[src/rtl/flatten_forward_if.sv]
// Memory handle between a tensor op and its memory port: request/ack with held request.
interface flatten_forward_if;
  logic [31:0] region_begin;
  logic [31:0] ptr;
  logic [31:0] data_store;
  logic [31:0] data_load;
  logic        avail;
  logic        r_en;
  logic        w_en;
  logic        done;

  modport master (
    input  region_begin, data_load, done,
    output ptr, data_store, avail, r_en, w_en
  );

  modport slave (
    output region_begin, data_load, done,
    input  ptr, data_store, avail, r_en, w_en
  );
endinterface

[src/rtl/flatten_forward.sv]
// Flattens an N-d tensor read through handle a into a 1-D tensor (1, len, data) written through d.
// Optional header checking (ndims limit, 32-bit len overflow) is compiled in with FLATTEN_FW_CHECK_EN.
module flatten_forward #(
  parameter int MAX_DIMS = 4
) (
  input  logic               clk,
  input  logic               rst,
  flatten_forward_if.master  a,
  flatten_forward_if.master  b,
  flatten_forward_if.master  c,
  flatten_forward_if.master  d,
  input  logic               go,
  output logic               done,
  output logic               err
);

  typedef enum logic [3:0] {
    S_WAIT, S_RD_N, S_RD_DIM, S_W_HDR0, S_W_HDR1, S_LOOP, S_LOOP_R, S_LOOP_W, S_DONE
  } state_t;

  state_t      state_q, state_d;
  logic [31:0] a_ptr_q, a_ptr_d, d_ptr_q, d_ptr_d;
  logic        a_req_q, a_req_d, d_req_q, d_req_d;
  logic [31:0] d_dat_q, d_dat_d;
  logic [31:0] ndims_q, ndims_d, len_q, len_d, k_q, k_d, i_q, i_d, hold_q, hold_d;
  logic        a_ack, d_ack, a_rd, d_wr, ndims_bad, len_ovf;
  logic [31:0] wr_val, len_next;

  assign a_ack = a_req_q & a.done;
  assign d_ack = d_req_q & d.done;
  assign a_rd  = (state_q == S_RD_N) || (state_q == S_LOOP_R) ||
                 (state_q == S_RD_DIM && k_q != ndims_q);
  assign d_wr  = (state_q == S_W_HDR0) || (state_q == S_W_HDR1) || (state_q == S_LOOP_W);
  assign wr_val = (state_q == S_W_HDR0) ? 32'd1 : (state_q == S_W_HDR1) ? len_q : hold_q;

`ifdef FLATTEN_FW_CHECK_EN
  logic [31:0] len_hi;
  logic        err_q, err_d;

  assign {len_hi, len_next} = {32'd0, len_q} * {32'd0, a.data_load};
  assign len_ovf   = |len_hi;
  assign ndims_bad = a.data_load > MAX_DIMS;

  always_comb begin
    err_d = err_q;
    if ((state_q == S_RD_N && a_ack && ndims_bad) || (state_q == S_RD_DIM && a_ack && len_ovf))
      err_d = 1'b1;
    else if (state_q == S_DONE && !go)
      err_d = 1'b0;
  end

  always_ff @(posedge clk) begin
    if (rst) err_q <= 1'b0;
    else     err_q <= err_d;
  end

  assign err = err_q;
`else
  localparam int unused_max_dims = MAX_DIMS;
  assign len_next  = len_q * a.data_load;
  assign len_ovf   = 1'b0;
  assign ndims_bad = 1'b0;
  assign err       = 1'b0;
`endif

  always_ff @(posedge clk) begin
    if (rst) begin
      state_q <= S_WAIT;
      a_ptr_q <= '0;
      d_ptr_q <= '0;
      a_req_q <= 1'b0;
      d_req_q <= 1'b0;
      d_dat_q <= '0;
      ndims_q <= '0;
      len_q   <= '0;
      k_q     <= '0;
      i_q     <= '0;
      hold_q  <= '0;
    end else begin
      state_q <= state_d;
      a_ptr_q <= a_ptr_d;
      d_ptr_q <= d_ptr_d;
      a_req_q <= a_req_d;
      d_req_q <= d_req_d;
      d_dat_q <= d_dat_d;
      ndims_q <= ndims_d;
      len_q   <= len_d;
      k_q     <= k_d;
      i_q     <= i_d;
      hold_q  <= hold_d;
    end
  end

  always_comb begin
    state_d = state_q;
    case (state_q)
      S_WAIT:   if (go) state_d = S_RD_N;
      S_RD_N:   if (a_ack) state_d = ndims_bad ? S_DONE : S_RD_DIM;
      S_RD_DIM: begin
        if (!a_req_q && k_q == ndims_q) state_d = S_W_HDR0;
        else if (a_ack && len_ovf)      state_d = S_DONE;
      end
      S_W_HDR0: if (d_ack) state_d = S_W_HDR1;
      S_W_HDR1: if (d_ack) state_d = S_LOOP;
      S_LOOP:   state_d = (i_q == len_q) ? S_DONE : S_LOOP_R;
      S_LOOP_R: if (a_ack) state_d = S_LOOP_W;
      S_LOOP_W: if (d_ack) state_d = S_LOOP;
      S_DONE:   if (!go) state_d = S_WAIT;
      default:  state_d = S_WAIT;
    endcase
  end

  // Requests rise the cycle after a state issues them and drop on the acked edge,
  // which leaves one idle cycle between consecutive transactions.
  always_comb begin
    a_ptr_d = a_ptr_q;
    d_ptr_d = d_ptr_q;
    a_req_d = a_req_q;
    d_req_d = d_req_q;
    d_dat_d = d_dat_q;
    ndims_d = ndims_q;
    len_d   = len_q;
    k_d     = k_q;
    i_d     = i_q;
    hold_d  = hold_q;
    done    = (state_q == S_DONE);

    if (state_q == S_WAIT && go) begin
      a_ptr_d = a.region_begin;
      d_ptr_d = d.region_begin;
    end
    if (a_rd) begin
      if (!a_req_q) begin
        a_req_d = 1'b1;
      end else if (a.done) begin
        a_req_d = 1'b0;
        a_ptr_d = a_ptr_q + 32'd1;
      end
    end
    if (d_wr) begin
      if (!d_req_q) begin
        d_req_d = 1'b1;
        d_dat_d = wr_val;
      end else if (d.done) begin
        d_req_d = 1'b0;
        d_ptr_d = d_ptr_q + 32'd1;
      end
    end
    if (a_ack) begin
      case (state_q)
        S_RD_N: begin
          ndims_d = a.data_load;
          len_d   = 32'd1;
          k_d     = '0;
        end
        S_RD_DIM: begin
          len_d = len_next;
          k_d   = k_q + 32'd1;
        end
        S_LOOP_R: hold_d = a.data_load;
        default: ;
      endcase
    end
    if (d_ack) begin
      case (state_q)
        S_W_HDR1: i_d = '0;
        S_LOOP_W: i_d = i_q + 32'd1;
        default: ;
      endcase
    end
  end

  assign a.ptr        = a_ptr_q;
  assign a.avail      = a_req_q;
  assign a.r_en       = a_req_q;
  assign a.w_en       = 1'b0;
  assign a.data_store = '0;

  assign d.ptr        = d_ptr_q;
  assign d.avail      = d_req_q;
  assign d.r_en       = 1'b0;
  assign d.w_en       = d_req_q;
  assign d.data_store = d_dat_q;

  assign b.ptr = '0;
  assign b.avail = 1'b0;
  assign b.r_en = 1'b0;
  assign b.w_en = 1'b0;
  assign b.data_store = '0;
  assign c.ptr = '0;
  assign c.avail = 1'b0;
  assign c.r_en = 1'b0;
  assign c.w_en = 1'b0;
  assign c.data_store = '0;

  logic unused_ok;
  assign unused_ok = &{1'b0, b.region_begin, b.data_load, b.done,
                       c.region_begin, c.data_load, c.done, d.data_load};

endmodule

[src/flat_wrapper.sv]
// flat-port wrapper written by rule: the top's interface ports become plain ports
module flatten_forward_flat 
#(
  parameter int MAX_DIMS = 4
)
  (clk, rst, go, done, err, a_region_begin, a_data_load, a_done, a_ptr, a_data_store, a_avail, a_r_en, a_w_en, b_region_begin, b_data_load, b_done, b_ptr, b_data_store, b_avail, b_r_en, b_w_en, c_region_begin, c_data_load, c_done, c_ptr, c_data_store, c_avail, c_r_en, c_w_en, d_region_begin, d_data_load, d_done, d_ptr, d_data_store, d_avail, d_r_en, d_w_en);
  flatten_forward_if a_i ();
  flatten_forward_if b_i ();
  flatten_forward_if c_i ();
  flatten_forward_if d_i ();
  input  logic clk;
  input  logic rst;
  input  logic go;
  output logic done;
  output logic err;
  input wire logic [$bits(a_i.region_begin)-1:0] a_region_begin;
  input wire logic [$bits(a_i.data_load)-1:0] a_data_load;
  input wire logic [$bits(a_i.done)-1:0] a_done;
  output wire logic [$bits(a_i.ptr)-1:0] a_ptr;
  output wire logic [$bits(a_i.data_store)-1:0] a_data_store;
  output wire logic [$bits(a_i.avail)-1:0] a_avail;
  output wire logic [$bits(a_i.r_en)-1:0] a_r_en;
  output wire logic [$bits(a_i.w_en)-1:0] a_w_en;
  input wire logic [$bits(b_i.region_begin)-1:0] b_region_begin;
  input wire logic [$bits(b_i.data_load)-1:0] b_data_load;
  input wire logic [$bits(b_i.done)-1:0] b_done;
  output wire logic [$bits(b_i.ptr)-1:0] b_ptr;
  output wire logic [$bits(b_i.data_store)-1:0] b_data_store;
  output wire logic [$bits(b_i.avail)-1:0] b_avail;
  output wire logic [$bits(b_i.r_en)-1:0] b_r_en;
  output wire logic [$bits(b_i.w_en)-1:0] b_w_en;
  input wire logic [$bits(c_i.region_begin)-1:0] c_region_begin;
  input wire logic [$bits(c_i.data_load)-1:0] c_data_load;
  input wire logic [$bits(c_i.done)-1:0] c_done;
  output wire logic [$bits(c_i.ptr)-1:0] c_ptr;
  output wire logic [$bits(c_i.data_store)-1:0] c_data_store;
  output wire logic [$bits(c_i.avail)-1:0] c_avail;
  output wire logic [$bits(c_i.r_en)-1:0] c_r_en;
  output wire logic [$bits(c_i.w_en)-1:0] c_w_en;
  input wire logic [$bits(d_i.region_begin)-1:0] d_region_begin;
  input wire logic [$bits(d_i.data_load)-1:0] d_data_load;
  input wire logic [$bits(d_i.done)-1:0] d_done;
  output wire logic [$bits(d_i.ptr)-1:0] d_ptr;
  output wire logic [$bits(d_i.data_store)-1:0] d_data_store;
  output wire logic [$bits(d_i.avail)-1:0] d_avail;
  output wire logic [$bits(d_i.r_en)-1:0] d_r_en;
  output wire logic [$bits(d_i.w_en)-1:0] d_w_en;
  assign a_i.region_begin = a_region_begin;
  assign a_i.data_load = a_data_load;
  assign a_i.done = a_done;
  assign a_ptr = a_i.ptr;
  assign a_data_store = a_i.data_store;
  assign a_avail = a_i.avail;
  assign a_r_en = a_i.r_en;
  assign a_w_en = a_i.w_en;
  assign b_i.region_begin = b_region_begin;
  assign b_i.data_load = b_data_load;
  assign b_i.done = b_done;
  assign b_ptr = b_i.ptr;
  assign b_data_store = b_i.data_store;
  assign b_avail = b_i.avail;
  assign b_r_en = b_i.r_en;
  assign b_w_en = b_i.w_en;
  assign c_i.region_begin = c_region_begin;
  assign c_i.data_load = c_data_load;
  assign c_i.done = c_done;
  assign c_ptr = c_i.ptr;
  assign c_data_store = c_i.data_store;
  assign c_avail = c_i.avail;
  assign c_r_en = c_i.r_en;
  assign c_w_en = c_i.w_en;
  assign d_i.region_begin = d_region_begin;
  assign d_i.data_load = d_data_load;
  assign d_i.done = d_done;
  assign d_ptr = d_i.ptr;
  assign d_data_store = d_i.data_store;
  assign d_avail = d_i.avail;
  assign d_r_en = d_i.r_en;
  assign d_w_en = d_i.w_en;
  flatten_forward #(.MAX_DIMS(MAX_DIMS)) u_core (.clk(clk), .rst(rst), .a(a_i), .b(b_i), .c(c_i), .d(d_i), .go(go), .done(done), .err(err));
endmodule
[config.mk]
export PLATFORM = sky130hd
export DESIGN_NAME = flatten_forward_flat
export DESIGN_NICKNAME = d
export VERILOG_FILES = /design/src/rtl/flatten_forward_if.sv /design/src/rtl/flatten_forward.sv /design/src/flat_wrapper.sv
export SDC_FILE = /design/constraint.sdc
export NUM_CORES = 2
export LEC_CHECK = 0
export ABC_AREA = 1
export BUFFER_PORTS_ARGS = -buffer_cell sky130_fd_sc_hd__buf_2
export CORE_MARGIN = 4
export CORE_UTILIZATION = 26
export CTS_BUF_LIST = sky130_fd_sc_hd__clkbuf_4
export CTS_CLUSTER_DIAMETER = 80
export DETAILED_ROUTE_END_ITERATION = 6
export GPL_TIMING_DRIVEN = 1
export PLACE_DENSITY_LB_ADDON = 0.15
export SETUP_SLACK_MARGIN = 0.05
export SLEW_MARGIN = 30
export SYNTH_ARGS = -nofsm -noshare
export SYNTH_HDL_FRONTEND = slang
export SYNTH_SLANG_ARGS = --single-unit
[constraint.sdc]
create_clock -name clk -period 10.4 [get_ports clk]
set_input_delay 1.04 -clock clk [delete_from_list [all_inputs] [get_ports clk]]
set_output_delay 1.04 -clock clk [all_outputs]
set_load 0.1 [all_outputs]
; ---- Yosys cells after proc, flatten, opt, wreduce, memory -nomap -nowiden
; Cells that the tools add are included.
[totals]
register_bits = 262
inputBits = 263
output_inout_bits = 270
wordCells = 81
[op_classes]
add_sub_neg = 4
multipliers = 1
eq_ne = 18
n_mux = 26
n_bitwise = 3
n_reduce_logical = 18
[ops]
columns = cell, count
row1 = 32-bit 2-to-1 mux, 10
row2 = 32-bit case mux with 2 select lines, 3
row3 = "32-bit by 1-bit adder with 32-bit output, second input constant", 4
row4 = 32-bit == test, 2
row5 = 32-bit by 32-bit multiplier with 32-bit output, 1
row6 = 4-bit 2-to-1 mux, 8
row7 = 32-bit != test, 1
row8 = 4-bit case mux with 8 select lines, 1
row9 = "4-bit by 3-bit == test with 1-bit output, second input constant", 4
row10 = 2-bit AND reduction, 5
row11 = "4-bit by 2-bit == test with 1-bit output, second input constant", 2
row12 = "2-bit by 1-bit != test with 1-bit output, second input constant", 4
row13 = 7-bit AND reduction, 1
row14 = "2-bit != test, second input constant", 3
row15 = "4-bit by 1-bit == test with 1-bit output, second input constant", 1
row16 = "4-bit == test, second input constant", 1
row17 = 4-bit zero test, 1
row18 = 1-bit logical OR, 4
row19 = 1-bit 2-to-1 mux, 4
row20 = 2-bit nonzero test, 2
row21 = 1-bit logical AND, 3
row22 = 1-bit bitwise AND, 2
row23 = 2-bit OR reduction, 1
row24 = 1-bit zero test, 1
row25 = 1-bit inverter, 1

; ---- Depth between registers and ports, before layout
[logic_depth]
word_depth = 6
ltp_mapped = 32
mapped_depth_nobuf = 31

; ---- Least setup slack after synthesis
; No wires, ideal clock.
[synth_path]
path_kind = input to register
from = input a_data_load[6]
to = register u_core.len_q[28]
setup_ns = 0.132
arrival_time_ns = 7.131
required_ns = 10.268
setup_slack_ns = 3.136
stages = 27
n_path_buf = 2
cell_sequence = clkbuf_1 > buf_1 > nand2_1 > inv_1 > fa_1 > fa_1 > fa_1 > inv_1 > fa_1 > inv_1 > fa_1 > inv_1 > fa_1 > inv_1 > fa_1 > fa_1 > ha_1 > nand2_1 > nor3_1 > nand4_1 > nand3_1 > a21o_1 > a21oi_1 > nor2_1 > nor2_1 > nand2_1 > a21oi_1
[synth_via]
elab_chain_len = 2
[synth_rtl]
columns = element, line_no
row1 = from (decl), flat_wrapper.sv:17  ; input wire logic [$bits(a_i.data_load)-1:0] a_data_load;
row2 = 32-bit by 32-bit multiplier with 32-bit output, flatten_forward.sv:60  ; assign len_next = len_q * a.data_load;
row3 = 32-bit case mux with 2 select lines, flatten_forward.sv:150  ; case (state_q)
row4 = to (signal assigned), flatten_forward.sv:87  ; len_q <= len_d;
row5 = to (decl), flatten_forward.sv:25  ; logic [31:0] ndims_q, ndims_d, len_q, len_d, k_q, k_d, i_q, i_d, hold_q, hold_d;
; Every way passes these cells.
; A chain may end at the register's enable or synchronous reset.

; ---- Worst setup path after layout
[layout_path]
from = register u_core.len_q[17]
to = register u_core.len_q[28]
[layout_via]
elab_chain_len = 2
[layout_rtl]
columns = element, line_no
row1 = 32-bit by 32-bit multiplier with 32-bit output, flatten_forward.sv:60
row2 = 32-bit case mux with 2 select lines, flatten_forward.sv:150
; Every way passes these cells.

==> reports/results.txt <==
Tot Pwr - 4.21 mW
1st-iter DRT viols - 1544
Max VDD drop - 141 uV
Area grow syn2layout - 9.69%
Clock latency on the worst-skew pair - 880 ps
Most common cell after layout, fill and taps aside - inv_1
GRT Util Overall - 17.4%
Post-synthesis cell type count - 52
Slowest CP cell - dfxtp_1
Crit share post-route - 73.9%
Gate Count Post-Synth - 4313
Number of CTS-inserted buffers - 82
Sequential element share of the synthesized area - 16.9%
TritonRoute pass-1 iters - 5
Die height - 354 microns
ANT nets after route - 0
GPL Wtd Cong - 0.854
Post-CTS Setup Inserts - 0
Clk_skew - 74.8 ps
Period minus WS final - 7690 ps
Initial antenna violation count - 6
CP dominant cell by count - fa_1
Max Clk Rate - 130 MHz
Final hold slack - 452 ps
Most frequent cells in the layout - inv_1 (987), nand2_1 (974), fa_1 (408)
RSZ-0062 raised after global routing - false
Max-Cap Viols - 0
Ys async rst share - 0%
CP Cell Sequence - buf_4, nand2_1, inv_1, fa_1, inv_1, fa_1, fa_1, fa_1, inv_1, fa_1, fa_1, fa_1, fa_1, ha_1, nand2_1, nor3_1, nand4_1, nand3_1, a21o_1, a21oi_1, nor2_1, nor2_1, nand2_1, a21oi_1
DP Wirelength - 83.8 mm
CP max FO - 12
Fin util - 28.8%
Final nets - 5229
Number of I/O pins - 533
Final setup fails - 0
Port bufs - 201
Critical path arrival - 8360 ps
Hold buffers post-CTS - 0
Worst min-delay path category - flop to flop
Main synth FF type - dfxtp_1
Avg Inst Size Synth - 7.22 sq um
Via count - 26800
Slew margin rel. - 38.3%
CTS root buf - clkbuf_4
Worst Tran Pin Value - 925 ps
Hold Fails Final Rpt - 0
Setup TNS - 0 ps
CP max stage delay - 800 ps
Flops & latches, synth - 262
Longest Clk Path Bufs - 3
Placeable Area - 118000 sq um
Critical path class - flop to flop
Post-synth EDFFs - 0
Worst EP required - 11070 ps
Vias in the first global route - 27300
Share of cells above drive strength 1 - 9.79%
Die ar. - 125000 sq um
Per-cell routed wire length - 18.1 microns
Initial Utilization - 26.3%
Fill count - 13100
Critical Path Source Type - flop
Clock H-tree levels - 3
TritonCTS clock tree - done
Largest net degree at the start of global routing - 85
Routed WL - 111 mm
Overflow after GRT - 0
Leakage power - 18.2 nW
Row count - 126
Final Max Tran Viols - 0
PD cells - 123 nW/um^2
PostCTS Resize Cnt - 0
Via/cell ratio - 4.39
Drt drc - 0
Status - finished clean
Clk slew on worst S/H paths - 70 ps
Synth Warn # - 0
Die width - 354 microns
Post-Syn Area - 31100 sq um
CP endpoint kind - flop
CTS sink cnt - 262
First-pass GRT wire length - 169 mm
[worst max-delay path: cells and delay by family (launching register included)]
kind | cells | cell delay [ps]
buffers and inverters | 4 | 550
adder cells (fa/ha/maj) | 9 | 4270
AO/OA/AOI/OAI | 3 | 320
flip-flops | 1 | 800
AND/OR/NAND/NOR | 8 | 1500
[per-layer routing]
metal / part of all wire, % / up-vias / track usage, %
met3: 4.0 / 143 / 1.94
li1: - / 13000 / -
met2: 48 / 578 / 30.4
met5: 0 / - / 0
met1: 46 / 13000 / 23.1
met4: 2.0 / 0 / 3.99
[flip-flops by register name, summed over array words and instances (netlist names)]
register	flops
u_core.i_q	32
u_core.len_q	32
u_core.a.ptr	32
u_core.k_q	32
u_core.state_q	4
u_core.d.data_store	32
u_core.d.avail	1
u_core.a.avail	1
u_core.d.ptr	32
u_core.hold_q	32
u_core.ndims_q	32
[stage by stage]
stage                     worst slack (ps)  area [sq um]  cells
after global placement                1800         33100   5947
after global routing                  2320         34100   6098
after floorplan                       3140         31800   4481
final                                 2710         34100   6100
after CTS                             2630         34100   6096
after detailed placement              1950         33100   5947
[final cells by class]
type	count	area (sq um)	area share, %
clock inverter	32	183	0.535
timing repair buffer	247	1360	3.97
sequential	262	5250	15.4
clock buffer	117	878	2.57
inverter	997	3740	11.0
tap	1600	2000	5.86
antenna	4	10.0	0.0293
multi-input combinational	2841	20700	60.7
[cells by family (layout without fill, tap and decap cells)]
logic type	Yosys count	count (layout)	synth area share (%)
buffers and inverters	1378	1393	18.7
muxes	8	8	0.257
other	1	173	0.0120
AOI/OAI and AO/OA	602	602	10.7
xor gates and xnor gates	92	92	2.59
DFF	262	262	16.9
adders and majority gates	535	535	31.3
and+or+nand+nor	1435	1435	19.6
[cells in the mapped netlist (all sizes together) (5+ instances only)]
cell	number	area, sq um
o211a	5	50.1
or2	21	131
nand2	986	3740
clkbuf	189	709
o22ai	5	31.3
a211oi	42	315
nor4	28	190
o21a	8	60.1
a31oi	18	113
o21ai	225	1130
a221oi	5	43.8
xnor2	49	429
o2111ai	6	52.6
dfxtp	262	5250
nor3	78	449
xor2	43	377
inv	994	3730
fa	408	8170
a21o	5	37.5
nand4	49	307
mux2i	8	80.1
buf	192	1370
nor2	145	577
ha	127	1590
o211ai	11	82.6
a21oi	258	1290
nand3	119	626
[path summary, 6_finish.rpt]
| kind | slack (ps) | cells after the start | end | from |
|---|---|---|---|---|
| hold / removal | 450 | 2 | u_core.hold_q[12] | u_core.hold_q[12] |
| setup reg to reg | 2710 | 24 | u_core.len_q[28] | u_core.len_q[17] |
| setup / recovery | 2710 | 24 | u_core.len_q[28] | u_core.len_q[17] |
| hold reg to reg | 450 | 2 | u_core.hold_q[12] | u_core.hold_q[12] |
[report_power, final]
part / leakage, nW / internal, mW / total [mW] / switching [mW]
sequential: 2.13 / 1.12 / 1.25 / 0.128
clock: 0.626 / 0.568 / 1.10 / 0.528
combinational: 15.4 / 0.308 / 1.86 / 1.56
(Power assumes the default switching activity.)
